**config.mk**
```make
export PLATFORM = sky130hd
export DESIGN_NAME = exe_muldiv_unit
export DESIGN_NICKNAME = d
export VERILOG_FILES = /design/src/rtl/muldiv_pkg.sv /design/src/rtl/muldiv_divider.sv /design/src/rtl/exe_muldiv_unit.sv
export SDC_FILE = /design/constraint.sdc
export NUM_CORES = 2
export LEC_CHECK = 0
export BUFFER_PORTS_ARGS = -buffer_cell sky130_fd_sc_hd__buf_4
export CORE_ASPECT_RATIO = 1.25
export CORE_MARGIN = 1.5
export CORE_UTILIZATION = 50
export CTS_BUF_LIST = sky130_fd_sc_hd__clkbuf_4
export DETAILED_ROUTE_END_ITERATION = 16
export PLACE_DENSITY = 0.69
export SLEW_MARGIN = 40
export SYNTH_ARGS = -nofsm -noshare
export SYNTH_HDL_FRONTEND = slang
export SYNTH_SLANG_ARGS = --single-unit
```
**constraint.sdc**
```tcl
create_clock -name clk -period 16.15 [get_ports clk]
set_input_delay 1.615 -clock clk [delete_from_list [all_inputs] [get_ports clk]]
set_output_delay 1.615 -clock clk [all_outputs]
set_load 0.005 [all_outputs]
```
**src/rtl/muldiv_pkg.sv**
```systemverilog
// Shared definitions for the EXE-stage RV32M multiply/divide unit.
// Holds the funct3 encodings, the FSM state type and the special divide constants.
package muldiv_pkg;

  localparam int XLEN = 32;

  localparam logic [2:0] F3_MUL    = 3'b000;
  localparam logic [2:0] F3_MULH   = 3'b001;
  localparam logic [2:0] F3_MULHSU = 3'b010;
  localparam logic [2:0] F3_MULHU  = 3'b011;
  localparam logic [2:0] F3_DIV    = 3'b100;
  localparam logic [2:0] F3_DIVU   = 3'b101;
  localparam logic [2:0] F3_REM    = 3'b110;
  localparam logic [2:0] F3_REMU   = 3'b111;

  typedef enum logic [1:0] {
    IDLE = 2'd0,
    MUL  = 2'd1,
    DIV  = 2'd2,
    DONE = 2'd3
  } md_state_e;

  localparam logic [XLEN-1:0] DIV_BY_ZERO_Q = 32'hFFFF_FFFF;
  localparam logic [XLEN-1:0] INT_MIN       = 32'h8000_0000;

  // Magnitude of a possibly signed operand; INT_MIN maps onto itself, which is
  // the correct unsigned magnitude 2^31.
  function automatic logic [XLEN-1:0] abs_val(input logic [XLEN-1:0] v, input logic is_signed);
    return (is_signed && v[XLEN-1]) ? -v : v;
  endfunction

endpackage

```
**src/rtl/muldiv_divider.sv**
```systemverilog
// 32-iteration unsigned restoring divider datapath, sequenced by the parent FSM.
// Exposes the next quotient/remainder so the final step can be written directly.
module muldiv_divider
  import muldiv_pkg::*;
(
  input  logic            clk,
  input  logic            reset,
  input  logic            i_clear,
  input  logic            i_load,
  input  logic            i_step,
  input  logic [XLEN-1:0] i_dividend,
  input  logic [XLEN-1:0] i_divisor,
  output logic [XLEN-1:0] o_quot_next,
  output logic [XLEN-1:0] o_rem_next,
  output logic [4:0]      o_count
);

  logic [XLEN-1:0] r_quot;
  logic [XLEN-1:0] r_rem;
  logic [XLEN-1:0] r_divisor;
  logic [4:0]      r_count;

  logic [XLEN:0]   w_shift;
  logic [XLEN:0]   w_diff;
  logic            w_fits;

  // The dividend shifts out of the quotient register MSB-first while quotient
  // bits shift in at the bottom.
  assign w_shift     = {r_rem, r_quot[XLEN-1]};
  assign w_diff      = w_shift - {1'b0, r_divisor};
  assign w_fits      = ~w_diff[XLEN];
  assign o_rem_next  = w_fits ? w_diff[XLEN-1:0] : w_shift[XLEN-1:0];
  assign o_quot_next = {r_quot[XLEN-2:0], w_fits};
  assign o_count     = r_count;

  // NOTE: sequential state uses non-blocking assignments only, so every
  // register samples the pre-edge values regardless of statement order.
  always_ff @(posedge clk or negedge reset) begin
    if (!reset) begin
      r_quot    <= '0;
      r_rem     <= '0;
      r_divisor <= '0;
      r_count   <= '0;
    end else if (i_clear) begin
      r_quot  <= '0;
      r_rem   <= '0;
      r_count <= '0;
    end else if (i_load) begin
      r_quot    <= i_dividend;
      r_rem     <= '0;
      r_divisor <= i_divisor;
      r_count   <= 5'd31;
    end else if (i_step) begin
      r_quot <= o_quot_next;
      r_rem  <= o_rem_next;
      if (r_count != 5'd0) r_count <= r_count - 5'd1;
    end
  end

endmodule

```
**src/rtl/exe_muldiv_unit.sv**
```systemverilog
// EXE-stage RV32M multiply/divide unit: 2-cycle multiply, 33-cycle divide,
// 1-cycle special divides, with a combinational stall toward the pipeline front.
module exe_muldiv_unit
  import muldiv_pkg::*;
(
  input  logic            clk,
  input  logic            reset,
  input  logic            md_start,
  input  logic [2:0]      md_funct3,
  input  logic [XLEN-1:0] md_rs1,
  input  logic [XLEN-1:0] md_rs2,
  input  logic            md_hold,
  input  logic            md_kill,
  output logic [XLEN-1:0] md_result,
  output logic            md_done,
  output logic            md_stall
);

  md_state_e       r_state;
  logic [XLEN-1:0] r_rs1;
  logic [XLEN-1:0] r_rs2;
  logic [2:0]      r_funct3;
  logic [XLEN-1:0] r_result;

  logic            w_accept;
  logic            w_in_signed;
  logic            w_div_zero;
  logic            w_div_ovf;
  logic            w_special;
  logic [XLEN-1:0] w_special_res;
  logic            w_div_load;
  logic            w_div_step;
  logic [XLEN-1:0] w_quot_next;
  logic [XLEN-1:0] w_rem_next;
  logic [4:0]      w_count;

  logic signed [XLEN:0]     w_mul_a;
  logic signed [XLEN:0]     w_mul_b;
  logic signed [2*XLEN-1:0] w_prod;
  logic [XLEN-1:0]          w_mul_res;

  logic            w_sgn;
  logic [XLEN-1:0] w_q_fix;
  logic [XLEN-1:0] w_r_fix;
  logic [XLEN-1:0] w_div_res;

  // Issue-side decode works on the live inputs because it acts on the latch edge.
  assign w_accept      = (r_state == IDLE) && md_start && !md_kill;
  assign w_in_signed   = ~md_funct3[0];
  assign w_div_zero    = (md_rs2 == '0);
  assign w_div_ovf     = w_in_signed && (md_rs1 == INT_MIN) && (md_rs2 == '1);
  assign w_special     = w_div_zero || w_div_ovf;
  assign w_special_res = w_div_zero ? (md_funct3[1] ? md_rs1 : DIV_BY_ZERO_Q)
                                    : (md_funct3[1] ? '0     : INT_MIN);
  assign w_div_load    = w_accept && md_funct3[2] && !w_special;
  assign w_div_step    = (r_state == DIV) && !md_kill;

  muldiv_divider u_divider (
    .clk         (clk),
    .reset       (reset),
    .i_clear     (md_kill),
    .i_load      (w_div_load),
    .i_step      (w_div_step),
    .i_dividend  (abs_val(md_rs1, w_in_signed)),
    .i_divisor   (abs_val(md_rs2, w_in_signed)),
    .o_quot_next (w_quot_next),
    .o_rem_next  (w_rem_next),
    .o_count     (w_count)
  );

  // 33x33 signed product; only the low 64 of its 66 bits are ever returned.
  assign w_mul_a   = {((r_funct3 == F3_MULH) || (r_funct3 == F3_MULHSU)) && r_rs1[XLEN-1], r_rs1};
  assign w_mul_b   = {(r_funct3 == F3_MULH) && r_rs2[XLEN-1], r_rs2};
  assign w_prod    = 64'(w_mul_a) * 64'(w_mul_b);
  assign w_mul_res = (r_funct3 == F3_MUL) ? w_prod[XLEN-1:0] : w_prod[2*XLEN-1:XLEN];

  assign w_sgn     = ~r_funct3[0];
  assign w_q_fix   = (w_sgn && (r_rs1[XLEN-1] ^ r_rs2[XLEN-1])) ? -w_quot_next : w_quot_next;
  assign w_r_fix   = (w_sgn && r_rs1[XLEN-1]) ? -w_rem_next : w_rem_next;
  assign w_div_res = r_funct3[1] ? w_r_fix : w_q_fix;

  always_ff @(posedge clk or negedge reset) begin
    if (!reset) begin
      r_state  <= IDLE;
      r_rs1    <= '0;
      r_rs2    <= '0;
      r_funct3 <= '0;
      r_result <= '0;
    end else if (md_kill) begin
      r_state <= IDLE;
    end else begin
      case (r_state)
        IDLE: begin
          if (md_start) begin
            r_rs1    <= md_rs1;
            r_rs2    <= md_rs2;
            r_funct3 <= md_funct3;
            if (!md_funct3[2]) begin
              r_state <= MUL;
            end else if (w_special) begin
              r_result <= w_special_res;
              r_state  <= DONE;
            end else begin
              r_state <= DIV;
            end
          end
        end
        MUL: begin
          r_result <= w_mul_res;
          r_state  <= DONE;
        end
        DIV: begin
          if (w_count == 5'd0) begin
            r_result <= w_div_res;
            r_state  <= DONE;
          end
        end
        DONE: begin
          if (!md_hold) r_state <= IDLE;
        end
      endcase
    end
  end

  assign md_result = r_result;
  assign md_done   = (r_state == DONE);
  assign md_stall  = !md_kill && (((r_state == IDLE) && md_start) || (r_state == MUL) || (r_state == DIV));

endmodule

```
==> flow_metrics.py <==
metrics = {
    "flow_run": {
        "cap_violations": 0,
    },
    "timing": {
        "fin_ws_ps": 6690,
        "fin_crit_ps": 9460,
        "relSlewSlack_pct": 36.2,
        "tightestPinTransition_ps": 950,
        "setup_tns_ps": 0,
        "skew_ps": 50.7,
        "finalHoldViolCount": 0,
        "slew_viol_final": 0,
        "fin_crit_sh_pct": 58.5,
        "fmax_mhz": 106,
        "rsz0062_at_grt": "false",
        "setup_viol": 0,
    },
    "logic_synthesis": {
        "synthDistinctLibCells": 87,
        "async_flop_share_pct": 100,
        "synth-seq-cells": 202,
        "synth_enable_flop_cells": 0,
        "synth.most_common_cell": "inv_1",
        "synth.top_cell.area_share_pct": 42.6,
        "ys_seq_area_share_pct": 9.56,
        "synth_common_cells": "1244 x inv_1, 1126 x fa_1, 1121 x nand2_1",
        "syn_nets": 7578,
        "yosys.area.top_type": "fa_1",
        "synth_area_per_cell_um2": 8.64,
        "ys.flop_type": "dfrtp_1",
        "syn_area_mm2": 0.0529,
        "yosysWarnings": 0,
        "synthCells": 6124,
        "synthTopCellsByArea": "fa_1 43%, dfrtp_1 9.6%, inv_1 8.8%",
    },
    "place": {
        "pre_cts_ws_ps": 6720,
        "placed_area_mm2": 0.0548,
        "routabilityCongestion": 0.990,
        "dp_hpwl_mm": 126,
        "io_buffers": 105,
    },
    "routing": {
        "drtIter0Drc": 3090,
        "wl_per_cell_um": 21.3,
        "drc_errors": 0,
        "first_pass_iters": 5,
        "ant_nets": 0,
        "dr_total_vias": 42282,
        "wl_mm": 159,
        "via_per_inst": 5.67,
    },
    "critical_path": {
        "crit_slowest_cell": "fa_2",
        "timing_worst_setup_path_type": "flip-flop to flip-flop",
        "path_depth": 28,
        "path_max_fanout": 32,
        "crit_start": "r_funct3[0]",
        "start_kind": "flip-flop",
        "rr_startpoint": "r_funct3[0]",
        "critPathTopFamily": "adder cells",
        "reg2regPathDepth": 28,
        "rrSetupSlack_ps": 6690,
        "critical_path_required_ps": 16780,
        "critical_path_buf_inv_count": 8,
        "cp_slowest_stage_delay_ps": 690,
        "cp-end-kind": "flip-flop",
        "r2r-end": "md_result[31]",
        "endpoint": "md_result[31]",
        "cp.arrival_ps": 10080,
    },
    "grt": {
        "grt_pass1_wl_mm": 256,
        "grt_util_all_layers_pct": 30.6,
        "grt_util_met3_pct": 3.69,
        "met1_usage_pct": 37.7,
        "antenna_found_initial": 2,
        "grt_max_degree": 80,
        "grt_use_met2_pct": 52.8,
        "grt_pass1_vias": 45843,
        "top_usage_layer": "met2",
        "grt.overflow.total": 0,
    },
    "die": {
        "die_y_um": 367,
        "die_w_um": 294,
        "start_util_pct": 50.4,
        "core_area_mm2": 0.105,
        "dieArea_mm2": 0.108,
        "fp-row-count": 133,
        "io_pins": 106,
    },
    "cts": {
        "ctsHtreeMaxLevel": 2,
        "cts_buffers": 51,
        "cts_tree": "yes",
        "cts_root_buf": "clkbuf_4",
        "cts_hold_buffers": 0,
        "post_cts_buffers": 0,
        "clk_latency_ps": 750,
        "cts_sinks": 202,
        "post_cts_resized": 0,
        "cts_max_path_buffers": 3,
        "clk_pin_slew_worst_paths_ps": 80,
    },
    "hold_path": {
        "hp-class": "flip-flop to flip-flop",
    },
    "layout": {
        "design_area_mm2": 0.0555,
        "layout.nets": 7461,
        "drive_gt1_share_pct": 5.76,
        "syn_to_final_growth_pct": 4.87,
    },
    "outcome": {
        "status": "completed",
    },
}
## logic make-up (layout without fill, tap and decap cells)
kind of cell	count (synthesis)	in the layout	share of synthesized area, %
AO/OA/AOI/OAI	682	682	8.40
XOR/XNOR	198	198	3.28
multiplexers	80	80	1.55
AND/OR/NAND/NOR	1972	1972	17.1
flip-flops	202	202	9.56
other	0	1	0
buffers and inverters	1608	1528	11.5
adder cells (fa/ha/maj)	1382	1382	48.7
## worst min path at each step
stage / from / end / slack, ps / depth (start not counted)
after floorplan: u_divider.r_divisor[19] / u_divider.r_divisor[19] / 450 / 2
after global placement: r_rs1[15] / r_rs1[15] / 460 / 2
after detailed placement: r_rs1[3] / r_rs1[3] / 460 / 2
after CTS: r_rs1[3] / r_rs1[3] / 480 / 2
after global routing: r_rs1[14] / r_rs1[14] / 510 / 2
final: r_rs1[3] / r_rs1[3] / 480 / 2
## worst min-delay path, cell delays in order (launching register included)
cell and delay [ps]:
dfrtp_1 340, nand2_1 50, nand2_1 60
## cell type report
class | instances | area (µm²)
clock inverters | 20 | 108
well taps | 1417 | 1770
fillers | 9893 | 49500
diodes | 1 | 2.50
flip-flops and latches | 202 | 5070
inverters | 1244 | 4670
clock buffers | 70 | 526
multi-input cells | 4314 | 41800
repair buffers | 194 | 1490
## routing by layer
metal | share of wire, % | vias up
li1 | - | 18373
met1 | 37 | 21711
met2 | 50 | 1767
met3 | 7.0 | 431
met4 | 5.8 | 0
met5 | 0 | -
## state kept, by name, indices dropped and copies added (netlist names)
signal and flops:
r_rs1 32, u_divider.o_count 5, r_rs2 32, r_state 2, u_divider.r_divisor 32, u_divider.r_rem 32, md_result 32, r_funct3 3
u_divider.r_quot 32
## per-stage QoR
step / util (%) / instances / hold WS (ps)
finish: 52.8 / 7462 / 480
global route: 52.8 / 7462 / 510
CTS: 52.8 / 7460 / 481
detailed placement: 52.2 / 7370 / 464
global placement: 52.2 / 7370 / 461
floorplan: - / 6124 / 450
## placed cells by master (no fill, tap or decap), drive strengths merged, types with 32 or more instances in the layout
master  instances
inv          1244
fa           1126
nand2        1122
and2          327
ha            256
dfrtp         202
nor2          198
o21ai         196
buf           193
a21oi         148
xnor2         127
xor2           71
clkbuf         71
mux2i          66
nor3           59
a21o           55
nand3          52
a211oi         44
nand4          34
a31oi          32
Power is left out: the tool's default activity adds up to more than one toggle a clock period on the data nets, which glitch-free logic cannot reach.
